### config.mk
export PLATFORM = sky130hd
export DESIGN_NAME = cfu_simd_mac
export DESIGN_NICKNAME = d
export VERILOG_FILES = /design/src/rtl/cfu_pkg.sv /design/src/rtl/cfu_lane_mul.sv /design/src/rtl/cfu_simd_mac.sv
export SDC_FILE = /design/constraint.sdc
export NUM_CORES = 1
export LEC_CHECK = 0
export CAP_MARGIN = 40
export CORE_UTILIZATION = 25
export CTS_BUF_LIST = sky130_fd_sc_hd__clkbuf_2
export DETAILED_ROUTE_END_ITERATION = 8
export PLACE_DENSITY = 0.38
export SYNTH_ARGS = -nofsm -noshare
export SYNTH_HDL_FRONTEND = slang
export SYNTH_SLANG_ARGS = --single-unit
export TNS_END_PERCENT = 30
### constraint.sdc
create_clock -name clk_i -period 12.1 [get_ports clk_i]
set_input_delay 3.63 -clock clk_i [delete_from_list [all_inputs] [get_ports clk_i]]
set_output_delay 3.63 -clock clk_i [all_outputs]
set_load 0.02 [all_outputs]
### src/rtl/cfu_pkg.sv
// Purpose : shared opcode constants and FSM state type for the SIMD MAC CFU.
// Latency : n/a (declarations only).
// Backpr. : n/a.
package cfu_pkg;

    // funct3 operation selects
    localparam logic [2:0] CFU_OR    = 3'd0;
    localparam logic [2:0] CFU_ADDV  = 3'd1;
    localparam logic [2:0] CFU_DOT   = 3'd2;
    localparam logic [2:0] CFU_RDACC = 3'd3;
    localparam logic [2:0] CFU_WRACC = 3'd4;

    typedef enum logic [1:0] {
        IDLE = 2'd0,
        BUSY = 2'd1,
        DONE = 2'd2
    } cfu_state_t;

endpackage

### src/rtl/cfu_lane_mul.sv
// Purpose : one SIMD lane multiplier, signed or unsigned, full 2*LANE_W product.
// Latency : purely combinational.
// Backpr. : none.
// Ports   : a, b - lane operands; uns - 1 treats both as unsigned; prod - product.
module cfu_lane_mul #(
    parameter int LANE_W = 8
) (
    input  logic [LANE_W-1:0]   a,
    input  logic [LANE_W-1:0]   b,
    input  logic                uns,
    output logic [2*LANE_W-1:0] prod
);

    // One extra bit lets a single signed multiplier serve both modes:
    // unsigned lanes get a 0 top bit, signed lanes replicate their MSB.
    logic signed [LANE_W:0] a_x;
    logic signed [LANE_W:0] b_x;

    assign a_x = {~uns & a[LANE_W-1], a};
    assign b_x = {~uns & b[LANE_W-1], b};

    // Both products fit in 2*LANE_W bits, so the low half is exact.
    assign prod = (2*LANE_W)'(a_x) * (2*LANE_W)'(b_x);

endmodule

### src/rtl/cfu_simd_mac.sv
// Purpose : CFU with OR, lane-wise ADDV, multi-cycle packed DOT into an accumulator, acc read/write.
// Latency : OR/ADDV/RDACC/WRACC/reserved same cycle; DOT result after LANES+1 stall cycles.
// Backpr. : stall_o holds the pipeline from DOT issue through the last BUSY cycle.
// Ports   : clk_i, rst_ni (async active-low); en_i instruction valid; funct3_i op select;
//           funct7_i[0] unsigned DOT; src1_i/src2_i operands; stall_o hold; rslt_o result.
module cfu_simd_mac
    import cfu_pkg::*;
#(
    parameter int XLEN   = 32,
    parameter int LANE_W = 8,
    parameter int ACC_W  = 32
) (
    input  logic            clk_i,
    input  logic            rst_ni,
    input  logic            en_i,
    input  logic [2:0]      funct3_i,
    input  logic [6:0]      funct7_i,
    input  logic [XLEN-1:0] src1_i,
    input  logic [XLEN-1:0] src2_i,
    output logic            stall_o,
    output logic [XLEN-1:0] rslt_o
);

    localparam int LANES = XLEN / LANE_W;
    localparam int CNT_W = (LANES > 1) ? $clog2(LANES) : 1;
    localparam logic [CNT_W-1:0] CNT_LAST = CNT_W'(LANES - 1);

    cfu_state_t                     state;
    logic [CNT_W-1:0]               cnt;
    logic [ACC_W-1:0]               acc;
    logic [LANES-1:0][LANE_W-1:0]   a_q;
    logic [LANES-1:0][LANE_W-1:0]   b_q;
    logic                           uns_q;

    logic [2*LANE_W-1:0]            prod;
    logic [ACC_W-1:0]               prod_ext;
    logic [XLEN-1:0]                acc_sx;
    logic [LANES-1:0][LANE_W-1:0]   s1;
    logic [LANES-1:0][LANE_W-1:0]   s2;
    logic [LANES-1:0][LANE_W-1:0]   addv;

    // Only funct7[0] carries meaning.
    logic unused_funct7;
    assign unused_funct7 = ^funct7_i[6:1];

    // Single shared multiplier; the latched operands are walked one lane per BUSY cycle.
    cfu_lane_mul #(
        .LANE_W (LANE_W)
    ) u_lane_mul (
        .a    (a_q[cnt]),
        .b    (b_q[cnt]),
        .uns  (uns_q),
        .prod (prod)
    );

    // Unsigned products can have their top bit set, so extension follows the mode.
    assign prod_ext = uns_q ? ACC_W'(prod) : ACC_W'($signed(prod));
    assign acc_sx   = XLEN'($signed(acc));

    assign s1 = src1_i;
    assign s2 = src2_i;

    always_comb begin
        addv = '0;
        for (int i = 0; i < LANES; i++) begin
            addv[i] = s1[i] + s2[i];
        end
    end

    always_ff @(posedge clk_i or negedge rst_ni) begin
        if (!rst_ni) begin
            state <= IDLE;
            cnt   <= '0;
            acc   <= '0;
            a_q   <= '0;
            b_q   <= '0;
            uns_q <= 1'b0;
        end else begin
            case (state)
                IDLE: begin
                    if (en_i) begin
                        if (funct3_i == CFU_DOT) begin
                            a_q   <= src1_i;
                            b_q   <= src2_i;
                            uns_q <= funct7_i[0];
                            cnt   <= '0;
                            state <= BUSY;
                        end else if (funct3_i == CFU_WRACC) begin
                            acc <= src1_i[ACC_W-1:0];
                        end
                    end
                end
                BUSY: begin
                    acc <= acc + prod_ext;
                    cnt <= cnt + CNT_W'(1);
                    if (cnt == CNT_LAST) begin
                        state <= DONE;
                    end
                end
                // en_i seen here belongs to the instruction that is completing.
                DONE:    state <= IDLE;
                default: state <= IDLE;
            endcase
        end
    end

    // Results in IDLE are combinational so single-cycle ops keep zero latency.
    // stall_o never looks at the source operands.
    always_comb begin
        stall_o = 1'b0;
        rslt_o  = '0;
        case (state)
            IDLE: begin
                if (en_i) begin
                    case (funct3_i)
                        CFU_OR:    rslt_o  = src1_i | src2_i;
                        CFU_ADDV:  rslt_o  = addv;
                        CFU_DOT:   stall_o = 1'b1;
                        CFU_RDACC: rslt_o  = acc_sx;
                        CFU_WRACC: rslt_o  = acc_sx;
                        default:   rslt_o  = '0;
                    endcase
                end
            end
            BUSY:    stall_o = 1'b1;
            DONE:    rslt_o  = acc_sx;
            default: ;
        endcase
        // Outputs must drop the moment reset asserts, even with en_i still high.
        if (!rst_ni) begin
            stall_o = 1'b0;
            rslt_o  = '0;
        end
    end

endmodule

==> metrics.yaml, run 1 <==
status:
  status: "finished clean"
global_routing:
  antenna_found_initial: 2
  gr-usage-all-layers_pct: 18.0
  grt_max_degree: 71
  grt_pass1_wl_um: 58800
  grt_overflow_total: 0
  grt_pass1_vias: 9296
clocking:
  cts_tree: "built"
  htreeDepth: 3
  clock_path_buffers: 2
  clk_pin_slew_worst_paths_ns: 0.28
  cts_hold_buf: 0
  clk_latency_ns: 0.73
  cts_setup_buffers: 0
  clkSinkCount: 101
  cts_inserted_buffers: 9
  cts-resized-gates: 0
  cts_root_buf: "clkbuf_2"
logic_synthesis:
  yosysWarnings: 0
  ys_seq_area_share_pct: 23.1
  async_flop_share_pct: 100
  synthCells: 1309
  ys_ff_latch: 101
  synth_top_area_share_pct: 23.1
  synth.distinct_cells: 64
  synth-edff-count: 0
  syn-cell-area_um2: 10900
  synth_commonest_cells: "nand2_1, inv_1, o21ai_0"
  syn_area_per_cell_um2: 8.36
  yosysTopAreaCell: "dfrtp_1"
  synthTopCellsByArea: "dfrtp_1, ha_1, fa_1"
  synth.net_count: 1564
  yosysMostFrequentCell: "nand2_1"
  synthFlopType: "dfrtp_1"
floorplanning:
  die_x_um: 211
  start_util_pct: 25.4
  die_area_um2: 44600
  rows: 76
  coreArea_um2: 43200
  pin_count: 110
  die_h_um: 211
timing:
  slew-limit-headroom_pct: 48.2
  fmax_mhz: 92.7
  drv_slew: 0
  grt_setup_unrepaired: "false"
  report.final.hold_viol_count: 0
  tightest_slew_ns: 0.777
  finalSetupViolCount: 0
  period_share_pct: 89.1
  clock_skew_ns: 0.0486
  fin_crit_ns: 10.78
  fin_tns_setup_ns: 0
place:
  placed_cell_area_um2: 12600
  gp_congestion: 0.815
  port_buffers: 103
  dp.final_hpwl_um: 31700
worst_setup_path:
  required_ns: 8.47
  path_max_fanout: 3
  cp_data_arrival_time_ns: 7.15
  worstSetupPathType: "input port to primary output"
  crit_path_end_kind: "primary output"
  cp-start-kind: "input port"
flow_run:
  cap_violations: 0
drt:
  vias_per_cell: 4.66
  vias: 9149
  dr.pass1.iters: 5
  routed_wl_um: 38700
  drt_iter0_markers: 602
  route.detailed.drc: 0
  detail-route-antenna-nets: 0
  wl_per_cell_um: 19.7
min_path:
  hold_class: "flip-flop to flip-flop"
layout:
  drive_above_1_share_pct: 4.95
  nets: 1625
  area_growth_pct: 16.0
  fin_area_um2: 12700
  utilization_pct: 29.4
cells by family (layout without fill, tap and decap cells):
logic type | Yosys count | count (layout) | synth area share (%)
simple gates | 403 | 403 | 17.5
fa+ha+maj | 178 | 178 | 25.0
xor+xnor | 61 | 61 | 5.09
mux | 21 | 21 | 3.76
buf+inv | 222 | 288 | 7.92
other cells | 0 | 3 | 0
compound gates | 323 | 323 | 17.7
flops | 101 | 101 | 23.1
metal layers:
layer | share of wire (%) | GRT usage (%) | vias to the layer above | wire, um
met5 | 0 | 0 | - | 0
met4 | 1.3 | 4.10 | 0 | 499
met3 | 3.5 | 1.86 | 23 | 1340
met2 | 47 | 30.1 | 182 | 18300
met1 | 48 | 24.8 | 4432 | 18600
li1 | - | - | 4512 | -
worst max-delay path, stage by stage:
cell	delay, ns
clkdlybuf4s50_1	0.60
ha_1	0.34
fa_1	0.40
a21o_1	0.17
a21o_1	0.20
a21o_1	0.18
a21oi_1	0.16
xnor2_1	0.13
a21oi_1	0.10
nor2_1	0.13
a21oi_1	0.06
a2bb2oi_1	0.14
o32ai_1	0.20
clkdlybuf4s50_1	0.70
flip-flops by register name, summed over array words and instances, names as in the netlist:
signal / flops
a_q: 32
acc: 32
b_q: 32
cnt: 2
state: 2
uns_q: 1
final cells by class:
| cell class | instances | area (um2) |
|---|---|---|
| Clock inverter | 7 | 66.3 |
| Multi-Input combinational cell | 986 | 7570 |
| Sequential cell | 101 | 2530 |
| Clock buffer | 9 | 45.0 |
| Inverter | 154 | 578 |
| Antenna cell | 3 | 7.51 |
| Fill cell | 4711 | 30500 |
| Tap cell | 585 | 732 |
| Timing Repair Buffer | 118 | 1180 |
stage by stage:
step	instances	setup WS, ns	hold slack [ns]
final	1963	1.32	0.520
after global routing	1961	1.04	0.553
after CTS	1960	1.26	0.527
after detailed placement	1944	1.26	0.467
after global placement	1942	1.25	0.461
after floorplan	1309	2.68	0.445
worst paths after layout:
kind | slack (ns) | start | end | cells after the start
max | 1.32 | src1_i[16] | rslt_o[22] | 14
min | 0.52 | a_q[22]$_DFFE_PN0P_ | a_q[22]$_DFFE_PN0P_ | 2
max reg2reg | 3.37 | cnt[0]$_DFFE_PN0P_ | acc[29]$_DFFE_PN0P_ | 32
min reg2reg | 0.52 | a_q[22]$_DFFE_PN0P_ | a_q[22]$_DFFE_PN0P_ | 2
max in group asynchronous | 8.33 | rst_ni | acc[8]$_DFFE_PN0P_ | 2
min in group asynchronous | 2.80 | rst_ni | a_q[28]$_DFFE_PN0P_ | 1
cell usage in the layout (no fill, tap or decap), types with 4 or more instances in the layout:
| cell type | netlist | routed |
|---|---|---|
| inv_1 | 154 | 154 |
| xor2_1 | 11 | 11 |
| nor2_1 | 76 | 76 |
| or2_2 | 7 | 7 |
| buf_4 | 0 | 13 |
| o21ai_0 | 120 | 120 |
| o31ai_1 | 5 | 5 |
| clkdlybuf4s50_1 | 0 | 101 |
| and3_1 | 6 | 6 |
| mux4_2 | 16 | 16 |
| dfrtp_1 | 101 | 101 |
| nor2b_1 | 28 | 27 |
| nor3b_1 | 4 | 4 |
| a2bb2oi_1 | 5 | 5 |
| a22oi_1 | 27 | 27 |
| nor3_1 | 14 | 13 |
| and2_1 | 48 | 48 |
| fa_1 | 68 | 68 |
| a21o_1 | 22 | 22 |
| a31oi_1 | 8 | 8 |
| nand3_1 | 23 | 23 |
| o22ai_1 | 7 | 7 |
| ha_1 | 110 | 110 |
| nand2b_1 | 9 | 9 |
| nand4_1 | 6 | 6 |
| o21ai_1 | 6 | 6 |
| or3_1 | 4 | 4 |
| xnor2_1 | 47 | 47 |
| mux2i_1 | 4 | 4 |
| nand2_1 | 163 | 163 |
| a21oi_1 | 80 | 80 |
| o21bai_1 | 12 | 12 |
| o21a_1 | 6 | 6 |
| clkbuf_2 | 0 | 9 |
Power of run 1 is not shown: default switching activity piles up to over one toggle a cycle in this logic, so the estimate is an artifact.
==> run 2: changes to the inputs <==
--- a/config.mk
+++ b/config.mk
@@ -10,6 +10,7 @@
 export CTS_BUF_LIST = sky130_fd_sc_hd__clkbuf_2
 export DETAILED_ROUTE_END_ITERATION = 8
 export PLACE_DENSITY = 0.38
+export SLEW_MARGIN = 0
 export SYNTH_ARGS = -nofsm -noshare
 export SYNTH_HDL_FRONTEND = slang
 export SYNTH_SLANG_ARGS = --single-unit
==> results of run 2 <==
No change in the layout: final DEF, timing and power equal those of run 1.
Power of run 2 is left out for the same reason.
